**src/rtl/yolo_stream_defs.sv**
```systemverilog
`default_nettype none
// =============================================================================
// yolo_stream_defs : shared stream defaults, beat layout and width helpers
// Rev 1.0
// =============================================================================
package yolo_stream_defs;

    localparam int TBITS_DEF = 64;
    localparam int TBYTE_DEF = TBITS_DEF / 8;

    // Beat layout as stored in the buffer, MSB first.
    typedef struct packed {
        logic                 user;
        logic                 last;
        logic [TBYTE_DEF-1:0] strb;
        logic [TBITS_DEF-1:0] data;
    } beat_t;

    function automatic int beat_width(input int tbits, input int tbyte);
        return tbits + tbyte + 2;
    endfunction

    function automatic int clog2(input int value);
        int r;
        r = 0;
        while ((1 << r) < value) r = r + 1;
        return r;
    endfunction

endpackage
`default_nettype wire

```
**src/rtl/stream_sync_fifo.sv**
```systemverilog
`default_nettype none
// =============================================================================
// stream_sync_fifo : DEPTH x WIDTH buffer, registered FWFT head, level, full_n
// Rev 1.0
// =============================================================================
module stream_sync_fifo
    import yolo_stream_defs::*;
#(
    parameter int WIDTH = 74,
    parameter int DEPTH = 16
) (
    input  logic                  clk,
    input  logic                  rst_n,
    input  logic                  wr_i,
    input  logic [WIDTH-1:0]      din_i,
    output logic                  full_n_o,
    input  logic                  ready_i,
    output logic                  valid_o,
    output logic [WIDTH-1:0]      dout_o,
    output logic [clog2(DEPTH):0] level_o
);

    localparam int AW = clog2(DEPTH);
    localparam int LW = AW + 1;

    logic [WIDTH-1:0] mem_q [DEPTH];
    logic [AW-1:0]    wptr_q, wptr_d, rptr_q, rptr_d;
    logic [LW-1:0]    level_q, level_d;
    logic             full_n_q, valid_q;
    logic [WIDTH-1:0] dout_q, dout_d;
    logic             accept, xfer;

    assign accept = wr_i & full_n_q;
    assign xfer   = valid_q & ready_i;

    always_comb begin
        wptr_d  = wptr_q + AW'(accept);
        rptr_d  = rptr_q + AW'(xfer);
        level_d = level_q;
        case ({accept, xfer})
            2'b10:   level_d = level_q + LW'(1);
            2'b01:   level_d = level_q - LW'(1);
            default: level_d = level_q;
        endcase
        // The new head is the beat being written only when it becomes the sole entry.
        dout_d = (accept && (wptr_q == rptr_d)) ? din_i : mem_q[rptr_d];
    end

    always_ff @(posedge clk) begin
        if (accept) mem_q[wptr_q] <= din_i;
    end

    always_ff @(posedge clk or negedge rst_n) begin
        if (!rst_n) begin
            wptr_q   <= '0;
            rptr_q   <= '0;
            level_q  <= '0;
            full_n_q <= 1'b0;
            valid_q  <= 1'b0;
            dout_q   <= '0;
        end else begin
            wptr_q   <= wptr_d;
            rptr_q   <= rptr_d;
            level_q  <= level_d;
            full_n_q <= (level_d < LW'(DEPTH));
            valid_q  <= (level_d != '0);
            dout_q   <= dout_d;
        end
    end

    assign full_n_o = full_n_q;
    assign valid_o  = valid_q;
    assign dout_o   = dout_q;
    assign level_o  = level_q;

endmodule
`default_nettype wire

```
**src/rtl/osif_axis_tx.sv**
```systemverilog
`default_nettype none
// =============================================================================
// osif_axis_tx : core write port to AXI4-Stream S2MM master with TLAST tagging
// Rev 1.0
// =============================================================================
module osif_axis_tx
    import yolo_stream_defs::*;
#(
    parameter int TBITS = TBITS_DEF,
    parameter int TBYTE = TBYTE_DEF,
    parameter int DEPTH = 16,
    parameter int CNTW  = 16
) (
    input  logic                  aclk,
    input  logic                  aresetn,
    input  logic [TBITS-1:0]      osif_data_din,
    input  logic [TBYTE-1:0]      osif_strb_din,
    input  logic                  osif_last_din,
    input  logic                  osif_user_din,
    input  logic                  osif_write,
    output logic                  osif_full_n,
    input  logic [CNTW-1:0]       pkt_beats,
    output logic                  M_AXIS_S2MM_TVALID,
    input  logic                  M_AXIS_S2MM_TREADY,
    output logic [TBITS-1:0]      M_AXIS_S2MM_TDATA,
    output logic [TBYTE-1:0]      M_AXIS_S2MM_TKEEP,
    output logic                  M_AXIS_S2MM_TLAST,
    output logic                  M_AXIS_S2MM_TUSER,
    output logic [clog2(DEPTH):0] fifo_level,
    output logic                  pkt_done
);

    localparam int BW = beat_width(TBITS, TBYTE);

    logic [CNTW-1:0] wcnt_q, wcnt_d;
    logic            accept, last_tag, pkt_done_q;
    logic [BW-1:0]   fifo_dout;

    assign accept = osif_write & osif_full_n;

    always_comb begin
        last_tag = osif_last_din | ((pkt_beats != '0) && (wcnt_q == pkt_beats - CNTW'(1)));
        wcnt_d   = wcnt_q;
        if (accept) wcnt_d = last_tag ? '0 : wcnt_q + CNTW'(1);
    end

    stream_sync_fifo #(
        .WIDTH (BW),
        .DEPTH (DEPTH)
    ) u_fifo (
        .clk      (aclk),
        .rst_n    (aresetn),
        .wr_i     (osif_write),
        .din_i    ({osif_user_din, last_tag, osif_strb_din, osif_data_din}),
        .full_n_o (osif_full_n),
        .ready_i  (M_AXIS_S2MM_TREADY),
        .valid_o  (M_AXIS_S2MM_TVALID),
        .dout_o   (fifo_dout),
        .level_o  (fifo_level)
    );

    assign {M_AXIS_S2MM_TUSER, M_AXIS_S2MM_TLAST, M_AXIS_S2MM_TKEEP, M_AXIS_S2MM_TDATA} = fifo_dout;

    always_ff @(posedge aclk or negedge aresetn) begin
        if (!aresetn) begin
            wcnt_q     <= '0;
            pkt_done_q <= 1'b0;
        end else begin
            wcnt_q     <= wcnt_d;
            pkt_done_q <= M_AXIS_S2MM_TVALID & M_AXIS_S2MM_TREADY & M_AXIS_S2MM_TLAST;
        end
    end

    assign pkt_done = pkt_done_q;

    // The beat interval may only be retuned on a packet boundary.
    a_pkt_beats_stable: assert property (@(posedge aclk) disable iff (!aresetn)
        (wcnt_q != '0) |-> $stable(pkt_beats));

endmodule
`default_nettype wire
```
**config.mk**
```make
export PLATFORM = sky130hd
export DESIGN_NAME = osif_axis_tx
export DESIGN_NICKNAME = d
export VERILOG_FILES = /design/src/rtl/yolo_stream_defs.sv /design/src/rtl/stream_sync_fifo.sv /design/src/rtl/osif_axis_tx.sv
export SDC_FILE = /design/constraint.sdc
export NUM_CORES = 1
export LEC_CHECK = 0
export ABC_AREA = 1
export BUFFER_PORTS_ARGS = -buffer_cell sky130_fd_sc_hd__buf_2
export CELL_PAD_IN_SITES_DETAIL_PLACEMENT = 1
export CELL_PAD_IN_SITES_GLOBAL_PLACEMENT = 1
export CORE_MARGIN = 2
export CORE_UTILIZATION = 50
export CTS_CLUSTER_DIAMETER = 150
export DETAILED_ROUTE_END_ITERATION = 10
export GPL_TIMING_DRIVEN = 0
export HOLD_SLACK_MARGIN = 0.15
export PLACE_DENSITY = 0.78
export SLEW_MARGIN = 10
export SYNTH_ARGS = -nofsm -noshare
export SYNTH_HDL_FRONTEND = slang
export SYNTH_HIERARCHICAL = 1
export SYNTH_SLANG_ARGS = --single-unit
export TNS_END_PERCENT = 50
```
**constraint.sdc**
```tcl
create_clock -name aclk -period 18.1 [get_ports aclk]
set_input_delay 0.905 -clock aclk [delete_from_list [all_inputs] [get_ports aclk]]
set_output_delay 0.905 -clock aclk [all_outputs]
set_load 0.01 [all_outputs]
```
==> results of run 1 <==
==> flip-flops by register name (all words and copies together), names as in the netlist <==
name,count
pkt_done,1
u_fifo/dout_o,74
u_fifo/full_n_o,1
u_fifo/level_o,5
u_fifo/mem_q,1184
u_fifo/rptr_q,4
u_fifo/valid_o,1
u_fifo/wptr_q,4
wcnt_q,16
==> final timing paths <==
check | slack (ps) | endpoint | startpoint
max | 13790 | u_fifo/dout_o[11] | u_fifo/valid_o
min | 420 | pkt_done | M_AXIS_S2MM_TREADY
max reg2reg | 13790 | u_fifo/dout_o[11] | u_fifo/valid_o
min reg2reg | 550 | u_fifo/wptr_q[2] | u_fifo/wptr_q[2]
max in group asynchronous | 16650 | u_fifo/dout_o[34] | aresetn
min in group asynchronous | 660 | u_fifo/full_n_o | aresetn
==> worst register-to-register path, cell delays in order (launching register included) <==
cell,delay [ps]
dfrtp_1,360
nand2_1,60
inv_1,270
ha_1,280
ha_1,260
buf_2,320
inv_2,420
buf_2,750
clkbuf_1,460
o21ai_0,210
o221ai_1,220
nand3_1,210
nand2_1,150
nand2_1,80
nand2_1,180
==> cell usage after synthesis, drive strengths merged <==
| master | count | share of area (%) |
|---|---|---|
| edfxtp | 1184 | 70 |
| nor2 | 649 | 4.9 |
| o21ai | 607 | 6.0 |
| nand2 | 332 | 2.5 |
| o221ai | 296 | 5.1 |
| nand3 | 248 | 2.5 |
| clkbuf | 173 | 1.3 |
| dfrtp | 106 | 5.2 |
| buf | 98 | 0.99 |
| inv | 48 | 0.35 |
| xor2 | 18 | 0.31 |
| a21oi | 16 | 0.22 |
| nand3b | 9 | 0.13 |
| ha | 7 | 0.17 |
| nor3 | 6 | 0.059 |
| xnor2 | 6 | 0.13 |
| nand4 | 4 | 0.049 |
| clkinv | 3 | 0.025 |
| and2 | 2 | 0.025 |
| a21boi | 1 | 0.015 |
| a21o | 1 | 0.015 |
| and3 | 1 | 0.012 |
| nor4 | 1 | 0.025 |
| o211ai | 1 | 0.015 |
| o22ai | 1 | 0.012 |
| or2 | 1 | 0.012 |
==> kinds of logic (layout without fill, tap and decap cells) <==
group / Yosys count / after routing
adder cells (fa/ha/maj): 7 / 7
AO/OA/AOI/OAI: 923 / 923
other: 0 / 9
AND/OR/NAND/NOR: 1253 / 1253
XOR/XNOR: 24 / 24
buffers and inverters: 322 / 811
flip-flops: 1290 / 1290
==> report_power, final <==
group / total [mW] / switching [mW] / leakage, nW / internal [mW]
sequential: 3.70 / 0.0949 / 12.0 / 3.60
clock: 2.80 / 1.16 / 2.14 / 1.64
combinational: 5.48 / 4.12 / 6.01 / 1.35
==> per-stage QoR <==
| stage | utilization (%) | instances | instance area, sq um | power [mW] | hold slack [ps] |
|---|---|---|---|---|---|
| global placement | 53.13 | 5351 | 53370 | 8.676 | 489.3 |
| floorplan | - | 3819 | 50790 | 6.653 | 472.1 |
| finish | 58.77 | 5674 | 59020 | 11.97 | 423.1 |
| global route | 58.75 | 5666 | 59000 | 12.42 | 408.5 |
| CTS | 58.75 | 5665 | 59000 | 11.86 | 375.1 |
| detailed placement | 54.35 | 5423 | 54590 | 8.957 | 514.3 |
==> per-layer routing <==
| metal | wire length (um) | vias up | track usage [%] |
|---|---|---|---|
| li1 | - | 15110 | - |
| met1 | 63100 | 18370 | 41.61 |
| met2 | 80720 | 2270 | 52.36 |
| met3 | 15250 | 438 | 5.726 |
| met4 | 7671 | 2 | 15.02 |
| met5 | 11 | - | 0 |
==> cell type report <==
cell class / count / area (sq um)
multi-input combinational: 2207 / 11340
clock buffer: 184 / 3695
fill: 9855 / 41410
sequential: 1290 / 38210
buffer: 271 / 1162
timing repair buffer: 248 / 2001
tap: 1357 / 1698
inverter: 51 / 192.7
clock inverter: 57 / 705.7
antenna: 9 / 22.52
==> tab_implementation.tex, run 1 <==
\begin{tabular}{lr}
\hline
Metric & Value \\
\hline
\multicolumn{2}{l}{\textbf{Timing}} \\
Setup repair after global routing missed its margin & false \\
Maximum clock frequency & 231.9 MHz \\
Number of hold violations in the final report & 0 \\
Transition at the pin with the smallest max-transition slack & 1401 ps \\
Maximum clock skew at final layout & 28.19 ps \\
Final count of negative-setup-slack endpoints & 0 \\
Count of final max-slew check failures & 0 \\
Total Negative Setup Slacks & 0 ps \\
Minimum clock period after layout & 4313 ps \\
Ratio of final minimum period to clock period & about a quarter \\
Final setup slack of the worst path & 13790 ps \\
Worst slew margin & 6.577\% \\
\multicolumn{2}{l}{\textbf{Yosys}} \\
Gate count of the mapped netlist & 3819 \\
Post-Synth Simple-Gate Area & roughly a tenth \\
Number of nets produced by synthesis & just under 4000 \\
Post-synthesis register bit count & $\sim$1300 \\
Mux share of post-synthesis cell area & 0\% \\
Synthesized-area fraction occupied by ao, oa, aoi and oai cells & 11.37\% \\
Adder-cell area share of the yosys netlist & 0.1724\% \\
Netlist area before placement & 50790 sq um \\
Main combinational cell family by area after synthesis & compound AO/OA/AOI/OAI gates \\
Total number of yosys warnings & 6 \\
Portion of the post-synthesis area used by sequential elements & 75.22\% \\
Xor/xnor cell area share of the yosys netlist & 0.4434\% \\
Mean post-synth cell area & 13.30 sq um \\
Synth unique cells & 42 \\
\multicolumn{2}{l}{\textbf{Critical path}} \\
Number of cells on the worst reg-to-reg path & 14 \\
CP Cell Sequence & nand2\_1, inv\_1, ha\_1, ha\_1, buf\_2, inv\_2, buf\_2, clkbuf\_1, o21ai\_0, o221ai\_1, nand3\_1, nand2\_1, nand2\_1, nand2\_1 \\
Buf/Inv on CP & 5 \\
Delay contributed by the slowest stage of the critical path & roughly 740 ps \\
Crit path top cell by count & nand2\_1 \\
Required arrival time at the worst endpoint & 18740 ps \\
Largest fanout on the critical path & 12 \\
Critical Path AT & a little under 5000 ps \\
Classification of the worst setup path & register to register \\
Cell family with most CP delay & buffers and inverters \\
Depth of the critical timing path with buffers and inverters included & 14 \\
Crit path max-delay cell type & buf\_2 \\
Sort of element at the start of the critical path & register \\
Critical path capture point type & register \\
\multicolumn{2}{l}{\textbf{Min path}} \\
Min-Delay Path Class & primary input to register \\
Hold path cells & 2 \\
\multicolumn{2}{l}{\textbf{Detailed routing}} \\
Routed wirelength normalized by instance count & 29.39 um \\
Number of remaining DRC errors & 0 \\
Via count & 36190 \\
Length of the first detailed-routing pass in iterations & 6 \\
Final WL & 166.7 mm \\
Vias per cell & 6.378 \\
Number of nets with antenna violations after detailed routing & 0 \\
Number of violations reported at the end of detailed-routing iteration 0 & 4551 \\
\multicolumn{2}{l}{\textbf{Cells and area}} \\
Area grow syn2layout & 16.21\% \\
Most common library cell in the layout ignoring fill and taps & edfxtp\_1 \\
Count of nets after finishing & 4303 \\
Commonest cells after routing, fill and taps aside & 1184 x edfxtp\_1, 629 x nor2\_1, 606 x o21ai\_0, 327 x nand2\_1, 296 x o221ai\_1 \\
Fraction of final layout cells with drive strength greater than 1 & 13.25\% \\
\multicolumn{2}{l}{\textbf{Place}} \\
Global placer's final weighted congestion & about 0.82 \\
Half-perimeter wire length after detailed placement & 105.3 mm \\
Number of input and output port buffers inserted & 175 \\
Post-Place Setup Slack & roughly 13000 ps \\
\multicolumn{2}{l}{\textbf{Clocking}} \\
CTS root buffer & clkbuf\_16 \\
Hold-fix buffer count after cts & 1 \\
Clock tree from TritonCTS & yes \\
CTS Buffer Depth & 3 \\
Number of clock buffers inserted by TritonCTS & 133 \\
Latest clock arrival within the worst-skew pair & 760 ps \\
Post-cts gate resize count & 0 \\
H-Tree Depth & 4 \\
Sink count of the clock tree & 1290 \\
Post-CTS setup-driven buffer insertion count & 0 \\
Clock input transition at the sequential cells of the worst setup and hold paths & $\sim$60 ps \\
\multicolumn{2}{l}{\textbf{Global routing}} \\
All-Layer GR Usage & a little under a third \\
Initial antenna violation count & 9 \\
Wire length of the first global-routing pass & 243.7 mm \\
Largest net degree at the start of global routing & 67 \\
Number of global-route vias before repair & 37660 \\
Remaining global-route overflow & 0 \\
\multicolumn{2}{l}{\textbf{Die}} \\
Vertical extent of the die & 322.7 um \\
Core region area & approximately 100000 sq um \\
Full die area & approximately 100000 sq um \\
Starting density of the core & 50.57\% \\
Top-level port count & 176 \\
Chip width & 322.7 um \\
Floorplan row count & about 120 \\
\multicolumn{2}{l}{\textbf{Run status}} \\
Status & finished clean \\
\multicolumn{2}{l}{\textbf{Power}} \\
Largest vdd supply drop & 0.0001203 V \\
Power per unit of standard cell area & between 200 and 250 nW/um\^{}2 \\
Leakage power figure & 20.12 nW \\
\multicolumn{2}{l}{\textbf{Flow run}} \\
Max-cap viol count & 0 \\
\hline
\end{tabular}
Power figures use the tool's default switching activity.
==> inputs of run 2 (changes only) <==
CORE_UTILIZATION = 46   (was 50)
PLACE_DENSITY = 0.76   (was 0.78)
clock period = 3.6 ns   (was 18.1 ns; I/O delays follow)
==> run 2 against run 1 <==
Against the previous run:
- maximum frequency grew 20%
- clock skew grew 7.4 ps
- non-clock buffer count grew 69
- critical endpoint is now u_fifo/dout_o[12]
- largest power group unchanged
- highest routed layer unchanged
==> tab_implementation.tex, run 2 (same netlist as run 1, synthesis figures left out) <==
\begin{tabular}{lr}
\hline
Metric & Value \\
\hline
\multicolumn{2}{l}{\textbf{Timing}} \\
Ratio of final minimum period to clock period & 99.72\% \\
Maximum clock frequency & 278.6 MHz \\
Worst slew margin & 33.44\% \\
Minimum clock period after layout & 3590 ps \\
Number of hold violations in the final report & 0 \\
Final count of negative-setup-slack endpoints & 0 \\
Maximum clock skew at final layout & 35.57 ps \\
Count of final max-slew check failures & 0 \\
Setup repair after global routing missed its margin & true \\
Transition at the pin with the smallest max-transition slack & between 900 and 1000 ps \\
Final setup slack of the worst path & 10.22 ps \\
\multicolumn{2}{l}{\textbf{Detailed routing}} \\
Length of the first detailed-routing pass in iterations & 6 \\
Routed wirelength normalized by instance count & 28.56 um \\
Vias per cell & 6.159 \\
Number of nets with antenna violations after detailed routing & 0 \\
Number of violations reported at the end of detailed-routing iteration 0 & 4361 \\
Via count & 36060 \\
Final WL & 167.2 mm \\
Number of remaining DRC errors & 0 \\
\multicolumn{2}{l}{\textbf{Clocking}} \\
Number of clock buffers inserted by TritonCTS & 135 \\
Latest clock arrival within the worst-skew pair & between 700 and 800 ps \\
CTS root buffer & clkbuf\_16 \\
Sink count of the clock tree & about 1300 \\
Post-CTS setup-driven buffer insertion count & 0 \\
H-Tree Depth & 4 \\
CTS Buffer Depth & 3 \\
Clock input transition at the sequential cells of the worst setup and hold paths & 60 ps \\
Clock tree from TritonCTS & yes \\
\multicolumn{2}{l}{\textbf{Cells and area}} \\
Area grow syn2layout & 18.69\% \\
Flip-flop count of the largest register, all copies and words added & 1184 \\
Post-layout instance area & 60290 sq um \\
Register with the highest flop count & u\_fifo/mem\_q \\
Fraction of final layout cells with drive strength greater than 1 & approximately 14\% \\
Number of filler instances in the final layout & roughly 11000 \\
Count of nets after finishing & 4374 \\
Most common library cell in the layout ignoring fill and taps & edfxtp\_1 \\
Commonest cells after routing, fill and taps aside & 1184 x edfxtp\_1, 629 x nor2\_1, 606 x o21ai\_0, 327 x nand2\_1, 294 x o221ai\_1 \\
\multicolumn{2}{l}{\textbf{Global routing}} \\
Remaining global-route overflow & 0 \\
Number of global-route vias before repair & $\sim$38000 \\
All-Layer GR Usage & 29.50\% \\
Wire length of the first global-routing pass & 245.1 mm \\
Initial antenna violation count & 7 \\
Largest net degree at the start of global routing & 68 \\
\multicolumn{2}{l}{\textbf{Min path}} \\
Min-Delay Path Class & primary input to register \\
\multicolumn{2}{l}{\textbf{Die}} \\
Full die area & 113100 sq um \\
Starting density of the core & a little under half \\
Top-level port count & about 180 \\
Core region area & $\sim$110000 sq um \\
Floorplan row count & 121 \\
Vertical extent of the die & 336.3 um \\
Chip width & 336.3 um \\
\multicolumn{2}{l}{\textbf{Critical path}} \\
Critical Path AT & 4240 ps \\
Critical path capture point type & register \\
Sort of element at the start of the critical path & register \\
Required arrival time at the worst endpoint & 4250 ps \\
Largest fanout on the critical path & 10 \\
Classification of the worst setup path & register to register \\
Worst setup slack for register-to-register paths & 10 ps \\
\multicolumn{2}{l}{\textbf{Place}} \\
Global placer's final weighted congestion & 0.8034 \\
Area of placed instances & approximately 55000 sq um \\
Number of input and output port buffers inserted & 175 \\
Post-Place Setup Slack & -511.0 ps \\
Half-perimeter wire length after detailed placement & approximately 110 mm \\
\multicolumn{2}{l}{\textbf{Power}} \\
Net switching share of the total power & 44.85\% \\
Clock Power Share & 23.1\% \\
Leakage power figure & about 21 nW \\
Part of the total power dissipated in sequential elements & 30.6\% \\
Internal power consumption & 33.44 mW \\
Largest vdd supply drop & 0.0005189 V \\
Switching power of the nets & 27.19 mW \\
Power per unit of standard cell area & 1006 nW/um\^{}2 \\
Combinational share of power & between 40\% and 50\% \\
\multicolumn{2}{l}{\textbf{Run status}} \\
Status & finished clean \\
\multicolumn{2}{l}{\textbf{Flow run}} \\
Max-cap viol count & 0 \\
\hline
\end{tabular}
## run 2: power groups by stage
stage | Combinational, mW | Sequential, mW | Clock (mW)
2_1_floorplan | 14.3 | 19.1 | 0
3_3_place_gp | 24.8 | 19.0 | 0
3_5_place_dp | 26.5 | 18.8 | 0
4_1_cts | 27.2 | 18.6 | 14.1
5_1_grt | 29.5 | 18.7 | 14.6
6_report | 28.1 | 18.6 | 14.0
## run 2: metrics by stage
stage / TNS [ps] / instances / util, % / hold WS (ps) / total power [mW]
3_3_place_gp: -4045100 / 5470 / 49.05 / 438.2 / 43.81
3_5_place_dp: -21370 / 5533 / 50.32 / 152.9 / 45.34
2_1_floorplan: -685000 / 3819 / - / -115.6 / 33.43
6_report: 0 / 5855 / 55.23 / 207.7 / 60.63
4_1_cts: -0.1554 / 5853 / 55.14 / -181.1 / 59.90
5_1_grt: -48.92 / 5854 / 55.23 / 236.2 / 62.84
## run 2: critical path, cell delays in order, from the launching register on
cell and delay [ps]:
dfrtp_1 380, nand2_1 70, inv_1 170, ha_1 300, ha_1 350, buf_4 300
buf_4 360, clkbuf_1 430, o21ai_0 220, o221ai_1 280, nand3_1 190, nand2_1 150
nand2_1 80, nand2_1 200
## run 2: layout make-up
type / count / area, sq um / area share, %
sequential: 1290 / 38210 / 63.37
multi-input combinational: 2207 / 11390 / 18.89
clock buffer: 182 / 3709 / 6.151
timing repair buffer: 318 / 2968 / 4.923
tap: 1476 / 1847 / 3.063
buffer: 270 / 1289 / 2.138
clock inverter: 60 / 681.9 / 1.131
inverter: 51 / 195.2 / 0.3238
antenna: 1 / 2.502 / 0.004151
## run 2: timing repair
| action | in CTS | in global routing |
|---|---|---|
| resized for setup | 36 | 96 |
| endpoints found under the hold margin | 1382 | 17 |
| endpoints found under the setup margin | 74 | 68 |
| hold buffers | 79 | 1 |
## run 2: path summary, 6_finish.rpt
check / to / startpoint / cells past startpoint
max: u_fifo/dout_o[12] / u_fifo/valid_o / 13
min: wcnt_q[10] / pkt_beats[13] / 9
max reg2reg: u_fifo/dout_o[12] / u_fifo/valid_o / 13
min reg2reg: pkt_done / u_fifo/dout_o[72] / 1
max in group asynchronous: u_fifo/dout_o[53] / aresetn / 4
min in group asynchronous: u_fifo/dout_o[13] / aresetn / 4
## run 2: metal layers
metal | wire [um] | GRT usage (%) | vias up | share of wire, %
li1 | - | - | 15240 | -
met1 | 63940 | 37.87 | 18350 | 38
met2 | 81280 | 48.59 | 2050 | 49
met3 | 14390 | 5.525 | 409 | 8.6
met4 | 7562 | 13.92 | 10 | 4.5
met5 | 65 | 0 | - | 0.039
